### config.mk
export PLATFORM = sky130hd
export DESIGN_NAME = ex_wb_stage
export DESIGN_NICKNAME = d
export VERILOG_FILES = /design/src/rtl/ex_wb_pkg.sv /design/src/rtl/ex_wb_stage_load_formatter.sv /design/src/rtl/ex_wb_stage.sv
export SDC_FILE = /design/constraint.sdc
export NUM_CORES = 1
export LEC_CHECK = 0
export ABC_AREA = 1
export ABC_CLOCK_PERIOD_IN_PS = 2450
export BUFFER_PORTS_ARGS = -buffer_cell sky130_fd_sc_hd__buf_2
export CELL_PAD_IN_SITES_DETAIL_PLACEMENT = 1
export CELL_PAD_IN_SITES_GLOBAL_PLACEMENT = 2
export CORE_ASPECT_RATIO = 1.75
export CORE_MARGIN = 3
export CORE_UTILIZATION = 23
export DETAILED_ROUTE_END_ITERATION = 12
export GPL_ROUTABILITY_DRIVEN = 0
export PLACE_DENSITY = 0.8
export RECOVER_POWER = 25
export SETUP_SLACK_MARGIN = 0.4
export SLEW_MARGIN = 25
export SYNTH_ARGS = -nofsm -noshare
export SYNTH_HDL_FRONTEND = slang
export SYNTH_SLANG_ARGS = --single-unit
export TNS_END_PERCENT = 100
### constraint.sdc
create_clock -name clk_i -period 2.45 [get_ports clk_i]
set_input_delay 0.49 -clock clk_i [delete_from_list [all_inputs] [get_ports clk_i]]
set_output_delay 0.49 -clock clk_i [all_outputs]
set_load 0.005 [all_outputs]
### src/rtl/ex_wb_pkg.sv
// Shared types for the EX/WB stage: FSM states, load sizes and the captured EX result.
package ex_wb_pkg;

  localparam int unsigned WB_ADDR_W = 5;
  localparam int unsigned WB_DATA_W = 32;

  typedef enum logic [1:0] {
    EMPTY     = 2'd0,
    FULL      = 2'd1,
    WAIT_LOAD = 2'd2
  } wb_state_e;

  // 2'b11 is reserved; it may still be captured and is reported as a fault.
  typedef enum logic [1:0] {
    LSU_W = 2'b00,
    LSU_H = 2'b01,
    LSU_B = 2'b10
  } lsu_type_e;

  typedef struct packed {
    logic [WB_ADDR_W-1:0] waddr;
    logic [WB_DATA_W-1:0] wdata;
    logic                 we;
    logic                 is_load;
    lsu_type_e            lsu_type;
    logic                 sign;
    logic [1:0]           offset;
  } wb_ctrl_t;

endpackage

### src/rtl/ex_wb_stage_load_formatter.sv
// Combinational load aligner: picks the addressed byte/half from the raw word and
// extends it; flags misaligned or reserved-size accesses.
module load_formatter
  import ex_wb_pkg::*;
(
  input  logic [WB_DATA_W-1:0] rdata_i,
  input  lsu_type_e            type_i,
  input  logic                 sign_i,
  input  logic [1:0]           offset_i,
  output logic [WB_DATA_W-1:0] data_o,
  output logic                 misalign_o
);

  logic [7:0]  byte_sel;
  logic [15:0] half_sel;

  always_comb begin
    byte_sel   = rdata_i[{offset_i, 3'b000} +: 8];
    half_sel   = rdata_i[{offset_i[1], 4'b0000} +: 16];
    data_o     = rdata_i;
    misalign_o = 1'b0;
    case (type_i)
      LSU_W: misalign_o = (offset_i != 2'b00);
      LSU_H: begin
        data_o     = {{16{sign_i & half_sel[15]}}, half_sel};
        misalign_o = offset_i[0];
      end
      LSU_B: data_o = {{24{sign_i & byte_sel[7]}}, byte_sel};
      default: misalign_o = 1'b1;
    endcase
  end

endmodule

### src/rtl/ex_wb_stage.sv
// EX/WB stage: non-loads write one cycle after accept, loads write in the LSU response cycle;
// wb_ready_o drops only while a load waits. Perf counters built with EX_WB_PERF_CNT_EN.
module ex_wb_stage
  import ex_wb_pkg::*;
#(
  parameter int unsigned RegAddrW = 5,
  parameter int unsigned DataW    = 32
) (
  input  logic                clk_i,
  input  logic                rst_ni,
  input  logic                ex_valid_i,
  output logic                wb_ready_o,
  input  logic [RegAddrW-1:0] rf_waddr_ex_i,
  input  logic [DataW-1:0]    rf_wdata_ex_i,
  input  logic                rf_we_ex_i,
  input  logic                is_load_ex_i,
  input  logic [1:0]          lsu_type_ex_i,
  input  logic                lsu_sign_ext_ex_i,
  input  logic [1:0]          lsu_offset_ex_i,
  input  logic                lsu_resp_valid_i,
  input  logic [DataW-1:0]    lsu_rdata_i,
  input  logic                lsu_resp_err_i,
  output logic                rf_we_o,
  output logic [RegAddrW-1:0] rf_waddr_o,
  output logic [DataW-1:0]    rf_wdata_o,
  output logic                fwd_valid_o,
  output logic                instr_done_o,
  output logic                load_err_o,
  output logic [31:0]         retire_cnt_o,
  output logic [31:0]         load_stall_cnt_o
);

  wb_state_e state_q, state_d;
  wb_ctrl_t  ctrl_q, ctrl_d;

  logic            load_pending;
  logic            load_resp;
  logic            accept;
  logic            retire;
  logic            fault;
  logic            write_ok;
  logic [DataW-1:0] fmt_data;
  logic            fmt_misalign;

  load_formatter u_fmt (
    .rdata_i    (lsu_rdata_i),
    .type_i     (ctrl_q.lsu_type),
    .sign_i     (ctrl_q.sign),
    .offset_i   (ctrl_q.offset),
    .data_o     (fmt_data),
    .misalign_o (fmt_misalign)
  );

  assign load_pending = (state_q == WAIT_LOAD) & ctrl_q.is_load;
  assign load_resp    = load_pending & lsu_resp_valid_i;
  assign wb_ready_o   = (state_q != WAIT_LOAD) | lsu_resp_valid_i;
  assign accept       = ex_valid_i & wb_ready_o;
  assign retire       = (state_q == FULL) | load_resp;
  assign fault        = lsu_resp_err_i | fmt_misalign;

  // Retire and accept may coincide, so the slot refills without a bubble.
  always_comb begin
    state_d = state_q;
    ctrl_d  = ctrl_q;
    if (accept) begin
      ctrl_d.waddr    = rf_waddr_ex_i;
      ctrl_d.wdata    = rf_wdata_ex_i;
      ctrl_d.we       = rf_we_ex_i;
      ctrl_d.is_load  = is_load_ex_i;
      ctrl_d.lsu_type = lsu_type_e'(lsu_type_ex_i);
      ctrl_d.sign     = lsu_sign_ext_ex_i;
      ctrl_d.offset   = lsu_offset_ex_i;
      state_d         = is_load_ex_i ? WAIT_LOAD : FULL;
    end else if (retire) begin
      state_d = EMPTY;
    end
  end

  always_ff @(posedge clk_i or negedge rst_ni) begin
    if (!rst_ni) begin
      state_q <= EMPTY;
      ctrl_q  <= '0;
    end else begin
      state_q <= state_d;
      ctrl_q  <= ctrl_d;
    end
  end

  // x0 is never written, but the instruction still retires.
  assign write_ok     = ctrl_q.we & (ctrl_q.waddr != '0);
  assign rf_we_o      = write_ok & ((state_q == FULL) | (load_resp & ~fault));
  assign rf_waddr_o   = ctrl_q.waddr;
  assign rf_wdata_o   = load_pending ? fmt_data : ctrl_q.wdata;
  assign fwd_valid_o  = rf_we_o;
  assign instr_done_o = retire;
  assign load_err_o   = load_resp & fault;

`ifdef EX_WB_PERF_CNT_EN
  logic [31:0] retire_cnt_q, retire_cnt_d;
  logic [31:0] stall_cnt_q, stall_cnt_d;

  always_comb begin
    retire_cnt_d = retire_cnt_q;
    stall_cnt_d  = stall_cnt_q;
    if (retire) retire_cnt_d = retire_cnt_q + 32'd1;
    if (load_pending & ~lsu_resp_valid_i) stall_cnt_d = stall_cnt_q + 32'd1;
  end

  always_ff @(posedge clk_i or negedge rst_ni) begin
    if (!rst_ni) begin
      retire_cnt_q <= '0;
      stall_cnt_q  <= '0;
    end else begin
      retire_cnt_q <= retire_cnt_d;
      stall_cnt_q  <= stall_cnt_d;
    end
  end

  assign retire_cnt_o     = retire_cnt_q;
  assign load_stall_cnt_o = stall_cnt_q;
`else
  assign retire_cnt_o     = '0;
  assign load_stall_cnt_o = '0;
`endif

endmodule

After elaboration in Yosys (flattened, before gate mapping):

Index checks and enable logic that the tools add are counted.

* bits in registers: 46
* logic and storage cells: 39
* output and inout bits: 106
* bits of input ports: 81

* reduce and logical (&&, ||, !) cells: 4
* bitwise gates (word level): 14
* equal/unequal tests: 5
* shift-type cells: 2
* muxes and demuxes: 6

Operators with widths (count)
* 32-bit case mux with 2 select lines: 1
* 32-bit two-way mux: 1
* 32-bit by 6-bit variable part select with 16-bit output: 1
* 32-bit by 6-bit variable part select with 8-bit output: 1
* 1-bit AND: 9
* 2-bit two-way mux: 3
* 5-bit nonzero test: 1
* 2-bit by 1-bit == test with 1-bit output, second input constant: 2
* 2-bit == test, second input constant: 2
* 1-bit OR: 4
* 2-bit nonzero test: 2
* 1-bit case mux with 3 select lines: 1
* 2-bit zero test: 1
* 2-bit inequality test, second input constant: 1
* 1-bit NOT: 1

Longest topological paths before layout:

Gate-level depths: netlist of run 1.

* depth after elaboration: 7
* gate-level depth with buffers: 10
* gate-level depth less buffers: 10

Cells and area by module:

From an unflattened synthesis of run 1, not the netlist that was laid out.

* cell total of the unflattened synthesis: 561
* area total of the unflattened synthesis: 3662.3 um2

By module, submodules not included
* ex_wb_stage: cells each 392, area each 2917.8 um2, instances 1, seq. area each 1151.1 um2
* load_formatter: cells each 169, area each 744.5 um2, instances 1, seq. area each 0.0 um2

Worst setup path after synthesis of run 1:

Ideal clock, no wire load.

* kind: reg-to-output
* from: register ctrl_q[3] (netlist name)
* to: output rf_wdata_o[12]
* slack: 0.517 ns
* arrival: 1.443 ns
* stages on the path, launching flop included: 9
* path through: dfrtp_1 -> inv_1 -> ha_1 -> inv_1 -> buf_2 -> buf_1 -> a21oi_1 -> nand2_1 -> nand2_1

* longest elaborated chain between the ends: 3
* elaborated cells on any way between the ends: 4
* classes of those cells: eq/ne (2); mux (2)

Ends and longest elaborated chain
* start: declaration: line ex_wb_stage.sv:34 `wb_ctrl_t ctrl_q, ctrl_d;`
* start signal: assignment: line ex_wb_stage.sv:85 `ctrl_q <= ctrl_d;`
* 2-bit == test / 2-bit by 1-bit == test with 1-bit output (equally long branches): line ex_wb_stage_load_formatter.sv:22 `case (type_i)`
* 32-bit case mux with 2 select lines *: line ex_wb_stage_load_formatter.sv:22
* 32-bit two-way mux *: line ex_wb_stage.sv:93 `assign rf_wdata_o = load_pending ? fmt_data : ctrl_q.wdata;`
* end: declaration: line ex_wb_stage.sv:25 `output logic [DataW-1:0] rf_wdata_o,`

Every way passes the cells marked *; elsewhere a longest branch is shown, timed or not.

Final worst setup path of run 1:

* from: register ctrl_q[3] (netlist name)
* to: output rf_wdata_o[31]

The elaborated chain is that of the path after synthesis.

==> impl_metrics.sql, run 1 <==
INSERT INTO impl_metrics (metric_group, metric, value, unit) VALUES
('timing', 'final_worst_path_cycle_share', '94.04', '%'),
('cts', 'clk_path_buf_depth', '2', ''),
('logic_synthesis', 'area_of_the_mapped_netlist', '3587', 'sq um'),
('critical_path', 'crit_path_start', 'ctrl_q[3]$_DFFE_PN0P_', ''),
('logic_synthesis', 'ys_dominant_reg_cell', 'sky130_fd_sc_hd__dfrtp_1', ''),
('logic_synthesis', 'async_flop_share', '100.0', '%'),
('logic_synthesis', 'synthesis.instances', '538', ''),
('critical_path', 'cpMaxStageDelayCell', 'sky130_fd_sc_hd__dfrtp_1', ''),
('floorplanning', 'ioPinCount', '187', ''),
('logic_synthesis', 'yosys.area.top_type_share', '32.09', '%'),
('critical_path', 'crit-reg2reg-launch', 'state_q[0]$_DFFE_PN0P_', ''),
('critical_path', 'cp_max_fo', '8', ''),
('logic_synthesis', 'synth_area_per_cell', '6.668', 'sq um'),
('timing', 'timing.clock.skew', '0.008061', 'ns'),
('routing', 'routed_wirelength', '14.15', 'mm'),
('cells_and_area', 'nNetsFinal', '744', ''),
('timing', 'final-hold-violation-count', '0', ''),
('routing', 'final_antenna_net_count', '0', ''),
('placement', 'place.detailed.hpwl', '9.991', 'mm'),
('timing', 'timing_max_transition_violations_final', '0', ''),
('logic_synthesis', 'synthMostInstantiatedCell', 'sky130_fd_sc_hd__nand2_1', ''),
('logic_synthesis', 'ys_top_cells_by_count', '228 x sky130_fd_sc_hd__nand2_1, 72 x sky130_fd_sc_hd__buf_4, 46 x sky130_fd_sc_hd__dfrtp_1', ''),
('global_routing', 'globalRouteTotalUtil', '15.39', '%'),
('critical_path', 'cp_cell_sequence', 'inv_2 -> ha_4 -> inv_4 -> nor2_4 -> nand2_2 -> nand3_4 -> nand2_8 -> a21oi_2 -> buf_2', ''),
('power', 'pwr_density_cell', '652.0', 'nW/um^2'),
('critical_path', 'crit_type', 'register to primary output', ''),
('cts', 'clkLatencyLatePin', '0.29', 'ns'),
('logic_synthesis', 'synth.yosys.seq_area_share', '32.09', '%'),
('placement', 'port_buffers', '122', ''),
('routing', 'wl_per_cell', '16.78', 'microns'),
('logic_synthesis', 'synthTopCellsByArea', 'sky130_fd_sc_hd__dfrtp_1 32%, sky130_fd_sc_hd__nand2_1 24%, sky130_fd_sc_hd__buf_4 15%', ''),
('cts', 'cts-hold-fix-buffers', '0', ''),
('power', 'total_leakage_power', '2.718', 'nW'),
('logic_synthesis', 'post-synth-top-area-cell', 'sky130_fd_sc_hd__dfrtp_1', ''),
('floorplanning', 'initial_utilization', '23.82', '%'),
('cts', 'clock_root_cell', 'sky130_fd_sc_hd__clkbuf_16', ''),
('routing', 'dr_total_vias', '3635', ''),
('logic_synthesis', 'yosysWarnings', '0', ''),
('routing', 'drt_drc_violations_left', '0', ''),
('run_status', 'status', 'completed', ''),
('timing', 'final.min_clock_period', '2.304', 'ns'),
('cells_and_area', 'finish.utilization', '32.12', '%'),
('timing', 'rsz0062_at_grt', 'yes', ''),
('cells_and_area', 'area_growth', '34.84', '%'),
('power', 'report.power.total', '0.003154', 'W'),
('placement', 'dpl.cell_count', '819', ''),
('logic_synthesis', 'synth-edff-count', '0', ''),
('job', 'max_cap_violations', '0', ''),
('power', 'max-vdd-ir-drop', '289.7', 'uV'),
('critical_path', 'crit_required', '1.96', 'ns'),
('cts', 'cts_tree', 'done', ''),
('cells_and_area', 'antennaDiodeCount', '0', ''),
('floorplanning', 'placeableCoreArea', '15060', 'sq um'),
('critical_path', 'crit_arrival', '1.81', 'ns'),
('floorplanning', 'die_w', '100.4', 'microns'),
('hold_path', 'holdCritPathClass', 'input port to async pin', ''),
('critical_path', 'timing.critical_path.to_type', 'primary output', ''),
('global_routing', 'wire_length_of_the_first_global_routing_pass', '20.42', 'mm'),
('cts', 'tritoncts_num_sinks', '46', ''),
('timing', 'fmaxAchievable', '0.4340', 'GHz'),
('timing', 'tns', '0', 'ns'),
('global_routing', 'maximum_number_of_pins_on_one_net_before_global_route_repair', '49', ''),
('cells_and_area', 'instances_no_fill', '843', ''),
('timing', 'relSlewSlack', '39.77', '%'),
('global_routing', 'grt_antenna_before_repair', '0', ''),
('routing', 'first_pass_iters', '4', ''),
('global_routing', 'grt_pass1_vias', '3826', ''),
('critical_path', 'worstSetupStartpointType', 'register', ''),
('cts', 'cts_buffers', '5', ''),
('floorplanning', 'die_area', '17190', 'sq um'),
('logic_synthesis', 'synth-seq-cells', '46', '');
-- worst max-delay path: cells and delay by family, from the launching register on --
| kind | cells | cell delay, ns |
|---|---|---|
| compound gates | 1 | 0.16 |
| simple gates | 4 | 0.44 |
| buf+inv | 3 | 0.31 |
| fa+ha+maj | 1 | 0.18 |
| flops | 1 | 0.41 |
-- flip-flops by register name, indices dropped and copies added (netlist names) --
register	count
ctrl_q	39
rf_waddr_o	5
state_q	2
-- layer usage --
layer,vias to the layer above,share of wire [%],GRT usage [%]
met3,21,5.3,2.435
met1,1716,36,16.37
met5,-,0,0
li1,1761,-,-
met2,137,55,29.15
met4,0,3.0,6.921
-- layout by cell type, fill, tap and decap left out, drive strengths merged --
cell    instances
ha              4
or2            16
bufinv          2
nor2            6
a21oi          49
nand2         231
o21bai          1
o21ai          22
clkbuf         11
clkinv          1
conb           64
nand3          19
o21a            1
inv            44
o22ai           1
nor3            2
dfrtp          46
buf           140
-- cell families (layout without fill, tap and decap cells) --
logic type / count (synthesis) / after routing / synth area share [%]
AND/OR/NAND/NOR: 273 / 274 / 31.11
buffers and inverters: 140 / 198 / 23.65
AO/OA/AOI/OAI: 74 / 74 / 11.65
flip-flops: 46 / 46 / 32.09
adder cells (fa/ha/maj): 4 / 4 / 1.395
other: 1 / 64 / 0.1045
-- cell type report --
class                   count  area (sq um)
fillers                  1950         10220
clock inverters             2         60.06
repair buffers            145         913.4
multi-input cells         416          2158
inverters                  45         183.9
well taps                 183         229.0
clock buffers               6         138.9
flip-flops and latches     46          1154
-- report_power, final --
part           switching [W]  internal (W)
clock               0.000323      0.000614
combinational       0.000741      0.000541
sequential         0.0000756      0.000860
total                0.00114       0.00201
-- through the flow --
| stage | setup WS (ns) | area [sq um] | hold WS (ns) |
|---|---|---|---|
| after floorplan | 0.5166 | 3824 | 0.1944 |
| after global placement | 0.3862 | 4070 | 0.4171 |
| after detailed placement | 0.2699 | 4070 | 0.4315 |
| after CTS | 0.1522 | 4553 | 0.1076 |
| after global routing | 0.07140 | 4837 | 0.3617 |
| final | 0.1460 | 4837 | 0.2920 |
-- worst paths after layout --
kind                                          end  slack, ns  cells after the start
setup / recovery                   rf_wdata_o[31]       0.15                      9
hold / removal             ctrl_q[12]$_DFFE_PN0P_       0.29                      1
setup reg to reg           state_q[0]$_DFFE_PN0P_       0.65                      8
hold reg to reg            ctrl_q[27]$_DFFE_PN0P_       0.47                      2
max in group asynchronous   ctrl_q[1]$_DFFE_PN0P_       0.68                      2
min in group clk_i         ctrl_q[14]$_DFFE_PN0P_       0.38                      3
-- timing repair --
action | 4_1_cts | 5_1_grt
resized for setup | 56 | 42
pin swaps | 13 | 17
cloned | 1 | 4
endpoints found under the setup margin | 35 | 36
setup buffers | 7 | 4
(Power assumes the default switching activity.)
==> run 2, diff against run 1 <==
--- a/config.mk
+++ b/config.mk
@@ -8,6 +8,7 @@
 export ABC_AREA = 1
 export ABC_CLOCK_PERIOD_IN_PS = 2450
 export BUFFER_PORTS_ARGS = -buffer_cell sky130_fd_sc_hd__buf_2
+export CAP_MARGIN = 5
 export CELL_PAD_IN_SITES_DETAIL_PLACEMENT = 1
 export CELL_PAD_IN_SITES_GLOBAL_PLACEMENT = 2
 export CORE_ASPECT_RATIO = 1.75
@@ -21,5 +22,6 @@
 export SLEW_MARGIN = 25
 export SYNTH_ARGS = -nofsm -noshare
 export SYNTH_HDL_FRONTEND = slang
+export SYNTH_HIERARCHICAL = 1
 export SYNTH_SLANG_ARGS = --single-unit
 export TNS_END_PERCENT = 100
==> impl_metrics.sql, run 2 <==
INSERT INTO impl_metrics (metric_group, metric, value, unit) VALUES
('timing', 'final.min_clock_period', '2.384', 'ns'),
('timing', 'tns', '0', 'ns'),
('routing', 'detailedRoute.firstIterationViolations', '83', ''),
('cells_and_area', 'layout_commonest_cell', 'sky130_fd_sc_hd__nand2_1', ''),
('cells_and_area', 'most-common-layout-cells', '185 x sky130_fd_sc_hd__nand2_1, 121 x sky130_fd_sc_hd__buf_2, 64 x sky130_fd_sc_hd__conb_1', ''),
('logic_synthesis', 'ys_dominant_reg_cell', 'sky130_fd_sc_hd__dfrtp_1', ''),
('floorplanning', 'placement_rows', '60', ''),
('logic_synthesis', 'ys_top_cells_by_count', '231 x sky130_fd_sc_hd__nand2_1, 75 x sky130_fd_sc_hd__buf_4, 49 x sky130_fd_sc_hd__nand3_1', ''),
('logic_synthesis', 'area_of_the_mapped_netlist', '3662', 'sq um'),
('routing', 'dr_total_vias', '3923', ''),
('job', 'max_cap_violations', '0', ''),
('placement', 'place.detailed.hpwl', '10.65', 'mm'),
('critical_path', 'crit_arrival', '1.89', 'ns'),
('logic_synthesis', 'post_synth_num_cell_types', '22', ''),
('run_status', 'status', 'completed', ''),
('global_routing', 'globalRouteTotalUtil', '16.00', '%'),
('power', 'p_int', '0.002042', 'W'),
('placement', 'port_buffers', '122', ''),
('placement', 'dpl.cell_count', '845', ''),
('timing', 'final_worst_path_cycle_share', '97.30', '%'),
('placement', 'placement.setup.worst_slack', '0.09084', 'ns'),
('hold_path', 'holdCritPathClass', 'input port to async pin', ''),
('logic_synthesis', 'synth_simple_gate_area_share', '33.93', '%'),
('power', 'total_leakage_power', '2.853', 'nW'),
('cells_and_area', 'antennaDiodeCount', '0', ''),
('cells_and_area', 'largest_register_ffs', '39', ''),
('logic_synthesis', 'yosys.area.top_type_share', '31.43', '%'),
('cts', 'cts_buffers', '5', ''),
('cts', 'cts_tree', 'done', ''),
('power', 'share_clk_of_total_power', '23.0', '%'),
('power', 'pwr_density_cell', '644.7', 'nW/um^2'),
('cts', 'clk_path_buf_depth', '2', ''),
('logic_synthesis', 'synth-seq-cells', '46', ''),
('logic_synthesis', 'post_synth_fa_ha_maj_area_fraction', '1.367', '%'),
('logic_synthesis', 'yosys.area_share.xor_xnor', '0', '%'),
('critical_path', 'crit-reg2reg-launch', 'state_q[1]$_DFFE_PN0P_', ''),
('cells_and_area', 'largest_register', 'ctrl_q', ''),
('logic_synthesis', 'synthTopCellsByArea', 'sky130_fd_sc_hd__dfrtp_1 31%, sky130_fd_sc_hd__nand2_1 24%, sky130_fd_sc_hd__buf_4 15%', ''),
('critical_path', 'crit_type', 'register to primary output', ''),
('global_routing', 'grt_antenna_before_repair', '0', ''),
('timing', 'relSlewSlack', '26.01', '%'),
('power', 'combPwrFrac', '48.9', '%'),
('logic_synthesis', 'synth_area_per_cell', '6.528', 'sq um'),
('timing', 'finalSetupViolations', '0', ''),
('power', 'p_seq_share', '28.1', '%'),
('timing', 'fmaxAchievable', '0.4195', 'GHz'),
('cells_and_area', 'area_growth', '42.91', '%'),
('power', 'max-vdd-ir-drop', '242.3', 'uV'),
('logic_synthesis', 'synth_compound_area_share', '8.712', '%'),
('logic_synthesis', 'async_flop_share', '100.0', '%'),
('routing', 'vias_per_cell', '4.443', ''),
('power', 'switching_power', '0.001332', 'W'),
('cts', 'clkLatencyLatePin', '0.29', 'ns'),
('floorplanning', 'die_w', '101.4', 'microns'),
('cells_and_area', 'nNetsFinal', '781', ''),
('timing', 'final-hold-violation-count', '0', ''),
('critical_path', 'timing.critical_path.to_type', 'primary output', ''),
('floorplanning', 'placeableCoreArea', '15460', 'sq um'),
('timing', 'rsz0062_at_grt', 'yes', ''),
('logic_synthesis', 'post-synth-top-area-cell', 'sky130_fd_sc_hd__dfrtp_1', ''),
('cts', 'clock_tree.htree_level_count', '2', ''),
('global_routing', 'maximum_number_of_pins_on_one_net_before_global_route_repair', '47', ''),
('floorplanning', 'initial_utilization', '23.68', '%'),
('logic_synthesis', 'synthesis.instances', '561', ''),
('cells_and_area', 'fillerInstances', '1946', ''),
('logic_synthesis', 'synth-edff-count', '0', ''),
('cells_and_area', 'layout-drive-gt1-share', '43.19', '%'),
('cts', 'clk_pin_slew_worst_paths', '0.07', 'ns'),
('logic_synthesis', 'synth_mux_area_share', '0', '%'),
('cts', 'tritoncts_num_sinks', '46', ''),
('timing', 'worst_pin_slew', '1.110', 'ns'),
('routing', 'wl_per_cell', '17.02', 'microns'),
('global_routing', 'grt_pass1_vias', '4102', ''),
('routing', 'first_pass_iters', '4', ''),
('critical_path', 'worstSetupStartpointType', 'register', ''),
('global_routing', 'wire_length_of_the_first_global_routing_pass', '21.60', 'mm'),
('cells_and_area', 'ff_latch_area', '1155', 'sq um'),
('logic_synthesis', 'synth_top_family_by_area', 'simple AND/OR/NAND/NOR gates', ''),
('floorplanning', 'fp.dieH', '172.9', 'microns'),
('routing', 'routed_wirelength', '15.03', 'mm'),
('timing', 'final.setup.worst_slack', '0.06608', 'ns'),
('power', 'power_switching_share', '39.47', '%'),
('cts', 'clock_root_cell', 'sky130_fd_sc_hd__clkbuf_16', ''),
('cells_and_area', 'multiInputGateArea', '2424', 'sq um'),
('timing', 'timing.clock.skew', '0.003838', 'ns'),
('routing', 'drt_drc_violations_left', '0', ''),
('floorplanning', 'ioPinCount', '187', ''),
('cts', 'cts-hold-fix-buffers', '0', ''),
('critical_path', 'crit_required', '1.96', 'ns'),
('logic_synthesis', 'yosysWarnings', '6', ''),
('critical_path', 'crit_path_start', 'ctrl_q[3]$_DFFE_PN0P_', ''),
('logic_synthesis', 'synthMostInstantiatedCell', 'sky130_fd_sc_hd__nand2_1', ''),
('timing', 'timing_max_transition_violations_final', '0', ''),
('floorplanning', 'die_area', '17530', 'sq um'),
('critical_path', 'cp_max_fo', '6', ''),
('routing', 'final_antenna_net_count', '0', ''),
('cells_and_area', 'instances_no_fill', '883', ''),
('logic_synthesis', 'synth.yosys.seq_area_share', '31.43', '%'),
('global_routing', 'gr-total-overflow', '0', '');
## run 2: final timing paths
kind	slack [ns]	depth (start not counted)	to
setup / recovery	0.07	9	rf_wdata_o[8]
hold / removal	0.37	1	ctrl_q[16]$_DFFE_PN0P_
setup reg to reg	0.86	5	state_q[0]$_DFFE_PN0P_
hold reg to reg	0.47	2	ctrl_q[34]$_DFFE_PN0P_
max in group asynchronous	0.44	2	ctrl_q[1]$_DFFE_PN0P_
min in group clk_i	0.43	3	rf_waddr_o[2]$_DFFE_PN0P_
## run 2: logic make-up (layout without fill, tap and decap cells)
logic type / count (synthesis) / in the layout
fa+ha+maj: 4 / 4
other cells: 1 / 64
buf+inv: 148 / 217
simple gates: 299 / 303
compound gates: 63 / 63
flops: 46 / 46
## run 2: routing by layer
metal	vias to the layer above	track usage, %	part of all wire (%)
met1	1857	15.72	33
met2	147	30.85	57
li1	1885	-	-
met3	34	1.615	4.6
met5	-	0	0
met4	0	9.262	4.8
## run 2: power by group through the flow
| stage | sequential (W) | combinational [W] | clock [W] |
|---|---|---|---|
| 3_5_place_dp | 0.000947 | 0.00102 | 0 |
| 2_1_floorplan | 0.000921 | 0.000715 | 0 |
| 5_1_grt | 0.000964 | 0.00180 | 0.000831 |
| 4_1_cts | 0.000945 | 0.00143 | 0.000805 |
| 3_3_place_gp | 0.000940 | 0.00101 | 0 |
| 6_report | 0.000949 | 0.00165 | 0.000775 |
## run 2: layout make-up
cell class | instances | share of cell area, %
Multi-Input combinational cell | 434 | 46.31
Sequential cell | 46 | 22.07
Timing Repair Buffer | 160 | 20.08
Tap cell | 186 | 4.447
Inverter | 49 | 3.945
Clock buffer | 5 | 2.391
Clock inverter | 3 | 0.7650
## run 2: critical path, stage by stage, from the launching register on
cell                      delay [ns]
sky130_fd_sc_hd__dfrtp_1        0.42
sky130_fd_sc_hd__inv_2          0.13
sky130_fd_sc_hd__ha_4           0.21
sky130_fd_sc_hd__buf_12         0.13
sky130_fd_sc_hd__nand3_4        0.11
sky130_fd_sc_hd__buf_6          0.16
sky130_fd_sc_hd__a21oi_2        0.13
sky130_fd_sc_hd__inv_1          0.05
sky130_fd_sc_hd__o21ai_1        0.12
sky130_fd_sc_hd__buf_2          0.14
## run 2: timing repair
item | in CTS | in global routing
setup buffers | 15 | 9
pin swaps | 44 | 39
gates cloned | 5 | 1
gates resized for setup | 119 | 95
endpoints found under the setup margin | 35 | 36
## run 2: per-stage QoR
step	total power, W	hold slack [ns]	utilization [%]	cell area (sq um)
2_1_floorplan	0.001636	0.1944	-	3901
3_3_place_gp	0.001947	0.4469	26.72	4133
3_5_place_dp	0.001970	0.4586	26.72	4133
4_1_cts	0.003177	0.1403	31.55	4878
5_1_grt	0.003593	0.4238	33.84	5234
6_report	0.003374	0.3713	33.84	5234
